===== src/rtl/fetch_pkg.sv =====
// Shared types and constants for the fetch-stage PC sequencer.
package fetch_pkg;

  typedef enum logic [1:0] {
    S_IDLE  = 2'd0,
    S_FETCH = 2'd1,
    S_VALID = 2'd2
  } state_t;

  typedef enum logic [2:0] {
    NPC_SEQ   = 3'd0,
    NPC_BR    = 3'd1,
    NPC_J     = 3'd2,
    NPC_JR    = 3'd3,
    NPC_FLUSH = 3'd4
  } npc_sel_t;

  localparam logic [31:0] RESET_PC_DEFAULT = 32'h0040_0000;

  // Instruction addresses are always word aligned; low bits are dropped.
  function automatic logic [31:0] word_align(input logic [31:0] addr);
    return {addr[31:2], 2'b00};
  endfunction

endpackage


===== src/rtl/next_pc_sel.sv =====
// Next-PC target selection: priority mux over redirect sources plus
// detection of misaligned register/flush targets.
module next_pc_sel
  import fetch_pkg::*;
(
  input  logic        flush_i,
  input  logic [31:0] flush_pc_i,
  input  logic        jr_sel_i,
  input  logic [31:0] jr_target_i,
  input  logic        jump_sel_i,
  input  logic [27:0] jump_i,
  input  logic        branch_taken_i,
  input  logic [15:0] immediate_i,
  input  logic [31:0] pc_plus4_i,
  output logic [31:0] target_o,
  output npc_sel_t    sel_o,
  output logic        misalign_o
);

  logic [31:0] raw_target;

  // Priority: flush > jr > jump > branch > sequential.
  always_comb begin
    raw_target = pc_plus4_i;
    sel_o      = NPC_SEQ;
    if (flush_i) begin
      raw_target = flush_pc_i;
      sel_o      = NPC_FLUSH;
    end else if (jr_sel_i) begin
      raw_target = jr_target_i;
      sel_o      = NPC_JR;
    end else if (jump_sel_i) begin
      raw_target = {pc_plus4_i[31:28], jump_i};
      sel_o      = NPC_J;
    end else if (branch_taken_i) begin
      raw_target = pc_plus4_i + {{14{immediate_i[15]}}, immediate_i, 2'b00};
      sel_o      = NPC_BR;
    end
  end

  assign target_o   = word_align(raw_target);
  // Only register and flush targets can carry nonzero low bits.
  assign misalign_o = ((sel_o == NPC_FLUSH) || (sel_o == NPC_JR)) &&
                      (raw_target[1:0] != 2'b00);

endmodule


===== src/rtl/pc_fetch_ctrl.sv =====
// Fetch-stage PC register and sequencer: one outstanding I-mem request,
// holds the fetched instruction for DECODE under a valid/stall handshake.
//
// state   | meaning
// S_IDLE  | after reset, no request yet
// S_FETCH | request outstanding at PC, waiting for IMemReady
// S_VALID | instruction held for DECODE
module pc_fetch_ctrl
  import fetch_pkg::*;
#(
  parameter logic [31:0] RESET_PC = RESET_PC_DEFAULT
) (
  input  logic        Clk,
  input  logic        Reset,
  input  logic [27:0] Jump,
  input  logic [15:0] Immediate,
  input  logic        JumpSel,
  input  logic        BranchTaken,
  input  logic        JrSel,
  input  logic [31:0] JrTarget,
  input  logic        Flush,
  input  logic [31:0] FlushPc,
  input  logic        Stall,
  output logic        IMemReq,
  output logic [31:0] IMemAddr,
  input  logic        IMemReady,
  input  logic [31:0] IMemData,
  output logic [31:0] Instr,
  output logic [31:0] PcPlus4,
  output logic        InstrValid,
  output logic        AddrMisalign
);

  state_t      state_q, state_d;
  logic [31:0] pc_q, pc_d;
  logic [31:0] pend_pc_q, pend_pc_d;
  logic        pend_q, pend_d;
  logic [31:0] instr_q, instr_d;
  logic [31:0] pcp4_q, pcp4_d;
  logic        mis_q, mis_d;

  logic [31:0] npc_target;
  npc_sel_t    npc_sel;
  logic        npc_mis;
  logic        flush_hit;

  next_pc_sel u_next_pc_sel (
    .flush_i       (Flush),
    .flush_pc_i    (FlushPc),
    .jr_sel_i      (JrSel),
    .jr_target_i   (JrTarget),
    .jump_sel_i    (JumpSel),
    .jump_i        (Jump),
    .branch_taken_i(BranchTaken),
    .immediate_i   (Immediate),
    .pc_plus4_i    (pcp4_q),
    .target_o      (npc_target),
    .sel_o         (npc_sel),
    .misalign_o    (npc_mis)
  );

  assign flush_hit = (npc_sel == NPC_FLUSH);

  // Next-state and register-update logic for the fetch sequencer.
  always_comb begin
    state_d   = state_q;
    pc_d      = pc_q;
    pend_d    = pend_q;
    pend_pc_d = pend_pc_q;
    instr_d   = instr_q;
    pcp4_d    = pcp4_q;
    mis_d     = 1'b0;
    unique case (state_q)
      S_IDLE: begin
        state_d = S_FETCH;
        if (flush_hit) begin
          pc_d  = npc_target;
          mis_d = npc_mis;
        end
      end
      S_FETCH: begin
        if (IMemReady) begin
          if (flush_hit || pend_q) begin
            // Returning word belongs to the abandoned path; refetch.
            pc_d   = flush_hit ? npc_target : pend_pc_q;
            pend_d = 1'b0;
            mis_d  = flush_hit && npc_mis;
          end else begin
            instr_d = IMemData;
            pcp4_d  = pc_q + 32'd4;
            state_d = S_VALID;
          end
        end else if (flush_hit) begin
          // Address must stay stable until the memory answers.
          pend_d    = 1'b1;
          pend_pc_d = npc_target;
          mis_d     = npc_mis;
        end
      end
      S_VALID: begin
        if (flush_hit || !Stall) begin
          pc_d    = npc_target;
          mis_d   = npc_mis;
          state_d = S_FETCH;
        end
      end
      default: state_d = S_IDLE;
    endcase
  end

  // State and datapath registers with synchronous reset.
  always_ff @(posedge Clk) begin
    if (Reset) begin
      state_q   <= S_IDLE;
      pc_q      <= word_align(RESET_PC);
      pend_q    <= 1'b0;
      pend_pc_q <= 32'd0;
      instr_q   <= 32'd0;
      pcp4_q    <= 32'd0;
      mis_q     <= 1'b0;
    end else begin
      state_q   <= state_d;
      pc_q      <= pc_d;
      pend_q    <= pend_d;
      pend_pc_q <= pend_pc_d;
      instr_q   <= instr_d;
      pcp4_q    <= pcp4_d;
      mis_q     <= mis_d;
    end
  end

  assign IMemReq      = (state_q == S_FETCH);
  assign IMemAddr     = pc_q;
  assign Instr        = instr_q;
  assign PcPlus4      = pcp4_q;
  assign InstrValid   = (state_q == S_VALID);
  assign AddrMisalign = mis_q;

endmodule


===== config.mk =====
export PLATFORM = sky130hd
export DESIGN_NAME = pc_fetch_ctrl
export DESIGN_NICKNAME = d
export VERILOG_FILES = /design/src/rtl/fetch_pkg.sv /design/src/rtl/next_pc_sel.sv /design/src/rtl/pc_fetch_ctrl.sv
export SDC_FILE = /design/constraint.sdc
export NUM_CORES = 1
export LEC_CHECK = 0
export CAP_MARGIN = 0
export CORE_MARGIN = 3
export CORE_UTILIZATION = 35
export DETAILED_ROUTE_END_ITERATION = 12
export PLACE_DENSITY = 0.62
export SETUP_SLACK_MARGIN = 0.15
export SYNTH_ARGS = -nofsm -noshare
export SYNTH_HDL_FRONTEND = slang
export SYNTH_HIERARCHICAL = 1
export SYNTH_SLANG_ARGS = --single-unit

===== constraint.sdc =====
create_clock -name Clk -period 4.35 [get_ports Clk]
set_input_delay 1.0875 -clock Clk [delete_from_list [all_inputs] [get_ports Clk]]
set_output_delay 1.0875 -clock Clk [all_outputs]
set_load 0.02 [all_outputs]

# Yosys cells after proc, flatten, opt, wreduce, memory -nomap -nowiden
# Index checks and enable logic that the tools add are counted.
[word_totals]
ff_bits = 132
output_inout_bits = 99
wordCells = 62
[op_classes]
add_sub_neg = 2
n_eq_ne = 10
muxes = 26
bitwise = 2
n_reduce_logical = 15
[ops]
columns = ["op", "n"]
rows = [
  ["two-way mux 32 bit", 9],
  ["case mux 32 bit (3 select lines)", 1],
  ["adder 32 x 3 -> 32 bit (second input constant)", 1],
  ["adder 32 bit", 1],
  ["two-way mux 3 bit", 3],
  ["AND reduction 3 bit", 3],
  ["two-way mux 1 bit", 8],
  ["inequality test 2 x 1 -> 1 bit (second input constant)", 4],
  ["two-way mux 2 bit", 3],
  ["case mux 2 bit (3 select lines)", 1],
  ["AND reduction 5 bit", 1],
  ["inequality test 2 bit (second input constant)", 2],
  ["nonzero test 2 bit", 2],
  ["equality test 3 x 2 -> 1 bit (second input constant)", 1],
  ["equality test 3 bit (second input constant)", 1],
  ["logical OR 1 bit", 3],
  ["case mux 1 bit (3 select lines)", 1],
  ["nonzero test 3 bit", 1],
  ["equality test 2 x 1 -> 1 bit (second input constant)", 1],
  ["equality test 2 bit (second input constant)", 1],
  ["logical AND 1 bit", 2],
  ["zero test 2 bit", 1],
  ["NOT 1 bit", 2],
  ["AND reduction 2 bit", 1],
  ["zero test 1 bit", 1],
]

# Depth between registers and ports, before layout
# Gate-level depths: netlist (run 1).
[logic_depth]
depth_word = 11
depth_mapped = 14
ltp_nobuf = 14

# Hierarchy
# Netlist (run 1), hierarchy kept.
[by_module_without_submodules]
columns = ["mod", "n_inst", "cells_per_inst", "area_per_inst_um2", "seq_area_each_um2"]
rows = [
  ["pc_fetch_ctrl", 1, 673, 5566.6, 2642.5],
  ["next_pc_sel", 1, 425, 2687.6, 0.0],
]

# Worst setup path after synthesis (run 1)
# Ideal clock, no wire load.
[synth_timing]
path_type = "input port to flip-flop"
start = "input Immediate[0]"
end = "register pc_q[30] (netlist: IMemAddr[30])"
t_arrival_ps = 3530
required_time_ps = 4264
path_slack_ps = 734
path_stages = 14
cell_sequence = "ha_1 -> fa_1 -> a21oi_1 -> o211ai_1 -> a21oi_1 -> a21oi_2 -> a211oi_2 -> o21bai_1 -> a21oi_2 -> o21ai_1 -> xnor2_1 -> o221ai_1 -> mux2i_1 -> a211oi_1"
[synth_between]
elab_chain_cells = 9
elab_cells_between_ends = 11
cone_classes = "1 x add/sub; 10 x mux"
[synth_lines]
columns = ["element", "line_no", "rtl"]
rows = [
  ["from (decl)", "pc_fetch_ctrl.sv:16", "input logic [15:0] Immediate,"],
  ["adder 32 bit (*)", "next_pc_sel.sv:36", "raw_target = pc_plus4_i + {{14{immediate_i[15]}}, immediate_i, 2'b00};"],
  ["two-way mux 32 bit (*)", "next_pc_sel.sv:35", "end else if (branch_taken_i) begin"],
  ["two-way mux 32 bit (*)", "next_pc_sel.sv:32", "end else if (jump_sel_i) begin"],
  ["two-way mux 32 bit (*)", "next_pc_sel.sv:29", "end else if (jr_sel_i) begin"],
  ["two-way mux 32 bit (*)", "next_pc_sel.sv:26", "if (flush_i) begin"],
  ["via npc_target[30]", "pc_fetch_ctrl.sv:42", "logic [31:0] npc_target;"],
  ["two-way mux 32 bit", "pc_fetch_ctrl.sv:76", "if (flush_hit) begin"],
  ["two-way mux 32 bit", "pc_fetch_ctrl.sv:83", "if (flush_hit || pend_q) begin"],
  ["two-way mux 32 bit", "pc_fetch_ctrl.sv:82", "if (IMemReady) begin"],
  ["case mux 32 bit (3 select lines) (*)", "pc_fetch_ctrl.sv:73", "unique case (state_q)"],
  ["to (signal assigned)", "pc_fetch_ctrl.sv:115", "pc_q <= word_align(RESET_PC);"],
  ["to (signal assigned)", "pc_fetch_ctrl.sv:123", "pc_q <= pc_d;"],
  ["to (decl)", "pc_fetch_ctrl.sv:35", "logic [31:0] pc_q, pc_d;"],
]
# Mark *: on every way through the listed nets, which the timed path passes. The rest lies on a longest branch. The select of a mux whose other input is x is not followed.
# A chain may end at the register's enable or synchronous reset.

# Worst setup path in the final report (run 1)
[layout_timing]
start = "input Immediate[0]"
end = "register pc_q[14] (netlist: IMemAddr[14])"
# Same word-level chain as after synthesis.

==> impl_metrics.py, run 1 <==
metrics = {
    "timing": {
        "setup_viol": 0,
        "period_share": 0.910,
        "tightest_slew_ns": 0.804,
        "slew-limit-headroom": 0.463,
        "max_freq_mhz": 253,
        "finalHoldViolCount": 0,
        "worst_slack_ns": 0.393,
        "rsz0062_at_grt": "false",
        "tns_ns": 0,
        "slew_violations": 0,
        "fin_crit_ns": 3.96,
        "skew_ns": 0.00744,
    },
    "power": {
        "p_sw_frac": 0.312,
        "p_int_mw": 2.63,
        "p_sw_mw": 1.19,
        "power_frac_comb": 0.283,
        "irDropWorstVdd_mv": 0.186,
        "p_seq_frac": 0.366,
        "p_per_area_nw_per_um2": 326,
        "clkPwrFrac": 0.351,
        "power_leakage_nw": 4.28,
    },
    "clocking": {
        "clk_pin_slew_ns": 0.06,
        "clk_latency_ns": 0.42,
        "numCtsBuffers": 17,
        "cts_hold_buf": 0,
        "post_cts_buffers": 0,
        "cts_root_buf": "clkbuf_16",
        "cts_resized": 0,
        "clock_sinks": 132,
        "cts_tree": "built",
        "cts.path.max_buffers": 2,
        "cts-htree-levels": 4,
    },
    "layout": {
        "layout_commonest_cell": "clkdlybuf4s50_1",
        "finalNetCount": 1507,
        "area.growth.synth_to_final_pct": 42.1,
        "diodes": 0,
        "final_cell_mix": "clkdlybuf4s50_1 (242), nand2_1 (189), dfxtp_1 (132), a21oi_1 (129), o21ai_0 (67)",
        "final_area_um2": 11700,
        "drive_above_1_share": 0.0836,
    },
    "detailed_routing": {
        "routed_wl_mm": 29.2,
        "final_antenna_net_count": 0,
        "drt-pass1-iter-count": 5,
        "drc": 0,
        "vias": 8824,
        "wl_per_cell_um": 17.7,
        "drtIter0Drc": 512,
        "viasPerCell": 5.34,
    },
    "synthesis": {
        "ys_seq_area_frac": 0.320,
        "synth_edf_count": 0,
        "avgSynthCellArea_um2": 7.52,
        "synthCells": 1098,
        "netlist_area_um2": 8250,
        "synthArstFlopShare": 0,
        "yosys_warnings": 6,
        "synth_flop_cell": "dfxtp_1",
        "ys_types": 66,
        "yosys_register_bits": 132,
    },
    "critical_path": {
        "worstPathCellList": "clkdlybuf4s50_1, ha_1, fa_1, a21oi_2, o211ai_1, a21oi_2, a21oi_2, buf_4, xnor2_1, a211oi_1, a21oi_1, nand2_1, o21ai_0, o21ai_0, buf_4, mux2i_1, a211oi_1",
        "cp_common_cell": "a21oi_2",
        "cpPeakStageDelay_ns": 0.42,
        "cp.arrival_ns": 4.29,
        "endpoint_kind": "flop",
        "critPathKind": "in2reg",
        "cp.required_ns": 4.68,
        "crit_slowest_cell": "fa_1",
        "startpoint_type": "primary input",
        "crit_fanout": 5,
    },
    "floorplanning": {
        "rows": 55,
        "dieArea_um2": 25500,
        "fp.coreArea_um2": 22900,
        "fp.dieH_um": 160,
        "start_util": 0.360,
        "ios": 247,
        "die-width_um": 160,
    },
    "place": {
        "preCtsSetupSlack_ns": -0.163,
        "port_buffers": 244,
        "dp_hpwl_mm": 22.0,
        "placed_cell_area_um2": 11200,
        "gp_congestion": 0.866,
    },
    "run": {
        "drv_cap": 0,
    },
    "global_route": {
        "grt_max_degree": 70,
        "grt_pass1_wl_mm": 45.7,
        "overflow": 0,
        "grt_pass1_vias": 8098,
        "antenna_found_initial": 0,
        "grt_usage": 0.222,
    },
    "outcome": {
        "outcome": "complete, no violations",
    },
    "hold_path": {
        "hold_path.class": "reg2reg",
    },
}
## metal layers
layer / vias to the layer above / part of all wire / global-route usage
met5: - / 0 / 0
met4: 0 / 0.013 / 0.0561
met3: 23 / 0.082 / 0.0552
met2: 317 / 0.44 / 0.341
met1: 4055 / 0.46 / 0.310
li1: 4429 / - / -
## power by group through the flow
stage	registers, mW	clock network [mW]	logic (mW)
final	1.40	1.34	1.08
after global routing	1.41	1.43	1.18
after CTS	1.40	1.38	1.08
after detailed placement	1.42	0	1.07
after global placement	1.42	0	1.07
after floorplan	1.46	0	0.534
## flip-flops by register name (all words and copies together), names as in the netlist
name	count
pend_q	1
IMemAddr	32
state_q	2
Instr	32
PcPlus4	32
pend_pc_q	32
AddrMisalign	1
## final cells by class
type / count / area [um^2]
Fill cell: 2233 / 11200
Multi-Input combinational cell: 862 / 5230
Timing Repair Buffer: 300 / 2860
Sequential cell: 132 / 2640
Clock buffer: 22 / 474
Tap cell: 313 / 392
Clock inverter: 8 / 78.8
Inverter: 15 / 56.3
## logic make-up (layout without fill, tap and decap cells)
group | count (synthesis) | in the layout | synth area share
flops | 132 | 132 | 0.320
xor+xnor | 39 | 39 | 0.0414
fa+ha+maj | 31 | 31 | 0.0479
mux | 49 | 49 | 0.0594
other cells | 1 | 2 | 0.000454
buf+inv | 105 | 345 | 0.0511
simple gates | 392 | 392 | 0.221
compound gates | 349 | 349 | 0.259
## cell usage after synthesis (all sizes together), types with 11 or more instances
cell	n	area, um^2
clkbuf	71	269
nor2	52	195
inv	14	52.6
or3	11	68.8
ha	30	375
nand3	23	115
a21o	13	97.6
a211oi	47	363
nand4	18	119
a21oi	135	683
a31oi	21	131
dfxtp	132	2640
o21ai	74	378
nor3	40	200
mux2i	49	490
nand2	190	716
buf	19	96.3
a22oi	13	97.6
nor2b	14	87.6
xnor2	17	149
xor2	22	193
## worst paths after layout
| kind | startpoint | to | slack (ns) | cells past startpoint |
|---|---|---|---|---|
| worst min register to register | PcPlus4[0] | PcPlus4[0] | 0.45 | 2 |
| worst min-delay path | PcPlus4[0] | PcPlus4[0] | 0.45 | 2 |
| worst max-delay path | Immediate[0] | IMemAddr[14] | 0.39 | 17 |
| worst max register to register | PcPlus4[2] | IMemAddr[14] | 1.10 | 16 |
## stage by stage
stage,power [mW],std cells,hold slack (ns),utilization
floorplan,2.00,1099,0.436,-
global placement,2.49,1622,0.440,0.487
detailed placement,2.49,1622,0.445,0.487
CTS,3.85,1652,0.453,0.511
global route,4.02,1652,0.468,0.512
finish,3.82,1652,0.450,0.512
## worst max-delay path, delay by kind of cell
family,cells,cell delay [ns]
AOI/OAI and AO/OA,9,1.56
xor gates and xnor gates,1,0.11
adders and majority gates,2,0.65
buffers and inverters,3,0.73
muxes,1,0.08
and+or+nand+nor,1,0.08
Note: power is estimated with default switching activity, not from simulation.
==> run 2: changes to the inputs <==
--- a/config.mk
+++ b/config.mk
@@ -6,7 +6,6 @@
 export NUM_CORES = 1
 export LEC_CHECK = 0
 export CAP_MARGIN = 0
-export CORE_MARGIN = 3
 export CORE_UTILIZATION = 35
 export DETAILED_ROUTE_END_ITERATION = 12
 export PLACE_DENSITY = 0.62
==> run 2 against run 1 <==
Critical path depth is 1 lower. Clock power hardly changed. Global-route usage is 0.88 points higher. Total power is 0.87% higher. Sequential share of layout area is 0.13 points lower. Clock skew is 0.0048 ns higher. Hold slack better by 0.0028 ns. Flip-flop and latch count stayed put. Cell area is 0.57% higher. Clock-buffer cell count is 4 lower. Maximum frequency is 0.84% lower. Highest routed layer unchanged.
==> impl_metrics.py, run 2 (synthesis results as in run 1) <==
metrics = {
    "timing": {
        "worst_slack_ns": 0.359,
        "rsz0062_at_grt": "false",
        "tns_ns": 0,
        "slew-limit-headroom": 0.259,
        "period_share": 0.917,
        "max_freq_mhz": 251,
        "setup_viol": 0,
        "skew_ns": 0.0122,
        "slew_violations": 0,
        "hold_slack_ns": 0.452,
        "finalHoldViolCount": 0,
        "tightest_slew_ns": 1.11,
        "fin_crit_ns": 3.99,
    },
    "place": {
        "placedCellCount": 1631,
        "dp_hpwl_mm": 21.6,
        "placed_cell_area_um2": 11200,
        "port_buffers": 244,
        "gp_congestion": 0.939,
        "preCtsSetupSlack_ns": -0.108,
    },
    "detailed_routing": {
        "vias": 8824,
        "final_antenna_net_count": 0,
        "drt-pass1-iter-count": 5,
        "wl_per_cell_um": 17.3,
        "drc": 0,
        "viasPerCell": 5.31,
        "drtIter0Drc": 537,
        "routed_wl_mm": 28.7,
    },
    "critical_path": {
        "cp.required_ns": 4.59,
        "crit_fanout": 5,
        "crit_slowest_cell": "clkdlybuf4s50_1",
        "cp.arrival_ns": 4.23,
        "cpPeakStageDelay_ns": 0.40,
        "critPathKind": "in2reg",
        "path_buf_inv": 2,
        "worstPathCellList": "clkdlybuf4s50_1, ha_1, fa_1, a21oi_1, o211ai_1, a21oi_2, a21oi_2, a31o_2, a31oi_1, xor2_1, a21oi_1, mux2i_1, o21ai_1, buf_4, mux2i_1, a211oi_1",
        "endpoint_kind": "flop",
        "cp_top_family": "compound AO/OA/AOI/OAI gates",
        "startpoint_type": "primary input",
    },
    "clocking": {
        "cts_root_buf": "clkbuf_16",
        "cts.path.max_buffers": 2,
        "cts_resized": 0,
        "cts_tree": "built",
        "clk_latency_ns": 0.41,
        "cts_hold_buf": 0,
        "clock_sinks": 132,
        "numCtsBuffers": 17,
        "cts-htree-levels": 4,
        "clk_pin_slew_ns": 0.06,
        "post_cts_buffers": 0,
    },
    "layout": {
        "nFillCells": 2242,
        "finalNetCount": 1516,
        "final_area_um2": 11800,
        "stdcell_count": 1662,
        "area.growth.synth_to_final_pct": 42.9,
        "final_cell_mix": "clkdlybuf4s50_1 (242), nand2_1 (189), dfxtp_1 (132), a21oi_1 (130)",
        "diodes": 0,
        "layout_commonest_cell": "clkdlybuf4s50_1",
        "post-route-util": 0.515,
        "drive_above_1_share": 0.0897,
    },
    "run": {
        "drv_cap": 0,
    },
    "floorplanning": {
        "die-width_um": 156,
        "fp.dieH_um": 156,
        "fp.coreArea_um2": 22900,
        "start_util": 0.360,
        "dieArea_um2": 24200,
        "rows": 55,
        "ios": 247,
    },
    "global_route": {
        "grt_pass1_wl_mm": 43.5,
        "overflow": 0,
        "grt_usage": 0.230,
        "grt_pass1_vias": 7854,
        "grt_max_degree": 103,
        "antenna_found_initial": 0,
    },
    "hold_path": {
        "hold_path.class": "reg2reg",
    },
    "outcome": {
        "outcome": "complete, no violations",
    },
    "power": {
        "p_per_area_nw_per_um2": 327,
        "power_leakage_nw": 4.31,
        "total_power_mw": 3.85,
        "irDropWorstVdd_mv": 0.185,
    },
}
## run 2: cell count changes in the layout (fill, tap and decap cells not counted), sizes merged
cell / previous run / this run
clkbuf: 22 / 18
buf: 58 / 67
inv: 14 / 18
clkinv: 4 / 2
clkinvlp: 4 / 7
## run 2: path summary, 6_finish.rpt
path         slack, ns  cells after the start           end    startpoint
max               0.36                     16  IMemAddr[20]  Immediate[0]
min               0.45                      2     Instr[23]     Instr[23]
max reg2reg       1.09                     15  IMemAddr[20]    PcPlus4[2]
min reg2reg       0.45                      2     Instr[23]     Instr[23]
## run 2: report_power, final
group	switching, mW	internal (mW)	leakage (nW)
clock	0.557	0.805	0.254
combinational	0.567	0.530	2.98
sequential	0.110	1.29	1.08
total	1.23	2.62	4.31
## run 2: final cells by class
type | count | area [um^2] | area share
multi-input cells | 862 | 5220 | 0.442
clock buffers | 18 | 439 | 0.0372
clock inverters | 13 | 126 | 0.0107
well taps | 313 | 392 | 0.0332
flip-flops and latches | 132 | 2640 | 0.224
repair buffers | 309 | 2920 | 0.248
inverters | 15 | 56.3 | 0.00477
## run 2: per-layer routing
layer / routed length [um] / track usage / vias up
met3: 2400 / 0.0475 / 18
met5: 0 / 0 / -
met1: 13600 / 0.329 / 4066
met4: 251 / 0.0430 / 0
li1: - / - / 4435
met2: 12500 / 0.358 / 305
## run 2: worst reg2reg max path: cells and delay by family, from the launching register on
kind / cells / cell delay [ns]
adder cells (fa/ha/maj): 2 / 0.62
AO/OA/AOI/OAI: 9 / 1.48
multiplexers: 2 / 0.27
buffers and inverters: 1 / 0.16
XOR/XNOR: 1 / 0.19
flip-flops: 1 / 0.35
==> run 3: changes to the inputs <==
--- a/config.mk
+++ b/config.mk
@@ -8,6 +8,7 @@
 export CAP_MARGIN = 0
 export CORE_UTILIZATION = 35
 export DETAILED_ROUTE_END_ITERATION = 12
+export GPL_TIMING_DRIVEN = 0
 export PLACE_DENSITY = 0.62
 export SETUP_SLACK_MARGIN = 0.15
 export SYNTH_ARGS = -nofsm -noshare
==> run 3 against run 2 <==
Clock-buffer cell count is the same. Combinational power about the same. Critical path depth is 3 lower. Register-to-register slack got worse by 0.08 ns. Clock skew about the same. Critical endpoint is now IMemAddr[11]. Worst setup slack worse by 0.12 ns.
==> impl_metrics.py, run 3 (synthesis results as in run 1) <==
metrics = {
    "outcome": {
        "outcome": "complete, no violations",
    },
    "critical_path": {
        "startpoint_type": "primary input",
        "crit_end": "IMemAddr[11]",
        "crit_start": "Immediate[4]",
        "timing.rr.start": "PcPlus4[2]",
        "reg2reg_depth": 14,
        "cp.required_ns": 4.67,
        "endpoint_kind": "flop",
        "cp.arrival_ns": 4.43,
        "crit_fanout": 4,
        "crit_slowest_cell": "o21ai_0",
        "cpPeakStageDelay_ns": 0.62,
        "cp_common_cell": "mux2i_1",
        "critPathKind": "in2reg",
        "worstPathCellList": "clkdlybuf4s50_1, ha_1, a21oi_1, nand2_1, o211ai_1, nor2b_2, xnor2_1, mux2i_1, o21ai_0, mux2i_1, o21ai_0, mux2i_1, a211oi_1",
        "r2r-end": "IMemAddr[28]",
        "rrSetupSlack_ns": 1.01,
    },
    "clocking": {
        "cts_hold_buf": 0,
        "clk_latency_ns": 0.42,
        "numCtsBuffers": 17,
        "cts_root_buf": "clkbuf_16",
        "cts.path.max_buffers": 2,
        "clock_sinks": 132,
        "cts_tree": "built",
        "clk_pin_slew_ns": 0.06,
        "cts-htree-levels": 4,
    },
    "power": {
        "total_power_mw": 3.97,
        "irDropWorstVdd_mv": 0.288,
        "p_int_mw": 2.73,
        "p_sw_frac": 0.312,
        "power_leakage_nw": 4.24,
        "p_sw_mw": 1.24,
        "power_frac_comb": 0.274,
        "p_seq_frac": 0.350,
        "p_per_area_nw_per_um2": 338,
        "clkPwrFrac": 0.376,
    },
    "floorplanning": {
        "rows": 55,
        "fp.dieH_um": 156,
        "dieArea_um2": 24200,
        "start_util": 0.360,
        "die-width_um": 156,
        "ios": 247,
        "fp.coreArea_um2": 22900,
    },
    "hold_path": {
        "hold_path.class": "reg2reg",
        "min_from": "Instr[18]",
    },
    "global_route": {
        "grt_usage": 0.254,
        "grt_pass1_wl_mm": 46.9,
        "antenna_found_initial": 0,
        "grt_pass1_vias": 8353,
        "grt_max_degree": 20,
        "overflow": 0,
    },
    "layout": {
        "finalNetCount": 1540,
        "drive_above_1_share": 0.0670,
        "area.growth.synth_to_final_pct": 42.5,
        "seqCellArea_um2": 2640,
        "diodes": 0,
        "nFillCells": 2272,
        "layout_commonest_cell": "clkdlybuf4s50_1",
        "multi_input_area_um2": 5240,
        "stdcell_count": 1686,
        "final_cell_mix": "clkdlybuf4s50_1 (240), nand2_1 (189), dfxtp_1 (132), a21oi_1 (129), o21ai_0 (61)",
        "post-route-util": 0.513,
    },
    "place": {
        "port_buffers": 241,
        "preCtsSetupSlack_ns": -0.988,
        "placedCellCount": 1653,
        "dp_hpwl_mm": 24.8,
        "gp_congestion": 0.954,
    },
    "timing": {
        "period_share": 0.946,
        "skew_ns": 0.0123,
        "hold_slack_ns": 0.453,
        "rsz0062_at_grt": "false",
        "fin_crit_ns": 4.11,
        "max_freq_mhz": 243,
        "setup_viol": 0,
        "slew-limit-headroom": 0.459,
        "slew_violations": 0,
        "worst_slack_ns": 0.237,
        "finalHoldViolCount": 0,
        "tightest_slew_ns": 0.812,
    },
    "detailed_routing": {
        "routed_wl_mm": 31.4,
        "drc": 0,
        "dr_wl_met3_mm": 2.49,
        "final_antenna_net_count": 0,
        "drt-pass1-iter-count": 7,
        "met2WireLength_mm": 14.1,
        "m1WireLength_mm": 14.1,
        "vias": 8986,
        "highest_layer": "met4",
        "wl_per_cell_um": 18.6,
        "viasPerCell": 5.33,
        "drtIter0Drc": 482,
    },
    "run": {
        "drv_cap": 0,
    },
}
run 3: changes by cell type in the layout (fill, tap and decap cells not counted), moves of 4 or more:
| cell | delta |
|---|---|
| buf_2 | +12 |
| buf_4 | -61 |
| clkbuf_1 | +58 |
| clkbuf_2 | +12 |
| clkinvlp_4 | -4 |
| o21ai_0 | -5 |
run 3: cell type report:
cell class | count | share of cell area
inverter | 15 | 0.00479
clock buffer | 18 | 0.0365
tap | 313 | 0.0333
timing repair buffer | 243 | 0.206
multi-input combinational | 862 | 0.446
sequential | 132 | 0.225
clock inverter | 13 | 0.0156
buffer | 90 | 0.0330
run 3: per-stage QoR:
stage / setup TNS, ns / instance area, um^2
after floorplan: 0 / 8260
after global placement: -89.66 / 11100
after detailed placement: -92.36 / 11100
after CTS: 0 / 11700
after global routing: 0 / 11800
final: 0 / 11800
run 3: worst min-delay path by stage:
stage	end	slack (ns)	depth (start not counted)
3_3_place_gp	Instr[14]	0.44	2
3_5_place_dp	pend_pc_q[27]	0.45	2
2_1_floorplan	pend_pc_q[0]	0.44	2
5_1_grt	pend_pc_q[5]	0.47	2
4_1_cts	pend_pc_q[16]	0.45	2
6_report	Instr[18]	0.45	2
run 3: critical path, delay by kind of cell:
kind            cells  cell delay [ns]
compound gates      5             1.56
xor+xnor            1             0.17
fa+ha+maj           1             0.37
buf+inv             1             0.43
mux                 3             0.34
simple gates        2             0.47
run 3: power by group through the flow:
| stage | logic, mW | clock network (mW) | registers (mW) |
|---|---|---|---|
| 6_report | 1.09 | 1.49 | 1.39 |
| 5_1_grt | 1.17 | 1.57 | 1.40 |
| 4_1_cts | 1.07 | 1.51 | 1.39 |
| 3_5_place_dp | 1.06 | 0 | 1.41 |
| 3_3_place_gp | 1.06 | 0 | 1.41 |
| 2_1_floorplan | 0.534 | 0 | 1.46 |
run 3: timing repair:
item	CTS	global route
endpoints found under the setup margin	125	113
buffers inserted	0	2
pin swaps	0	5
gates resized for setup	16	31
endpoints found under the hold margin	0	0
run 3: metal layers:
layer,global-route usage,vias up
li1,-,4496
met1,0.329,4109
met2,0.415,346
met3,0.0586,35
met4,0.0840,0
met5,0,-
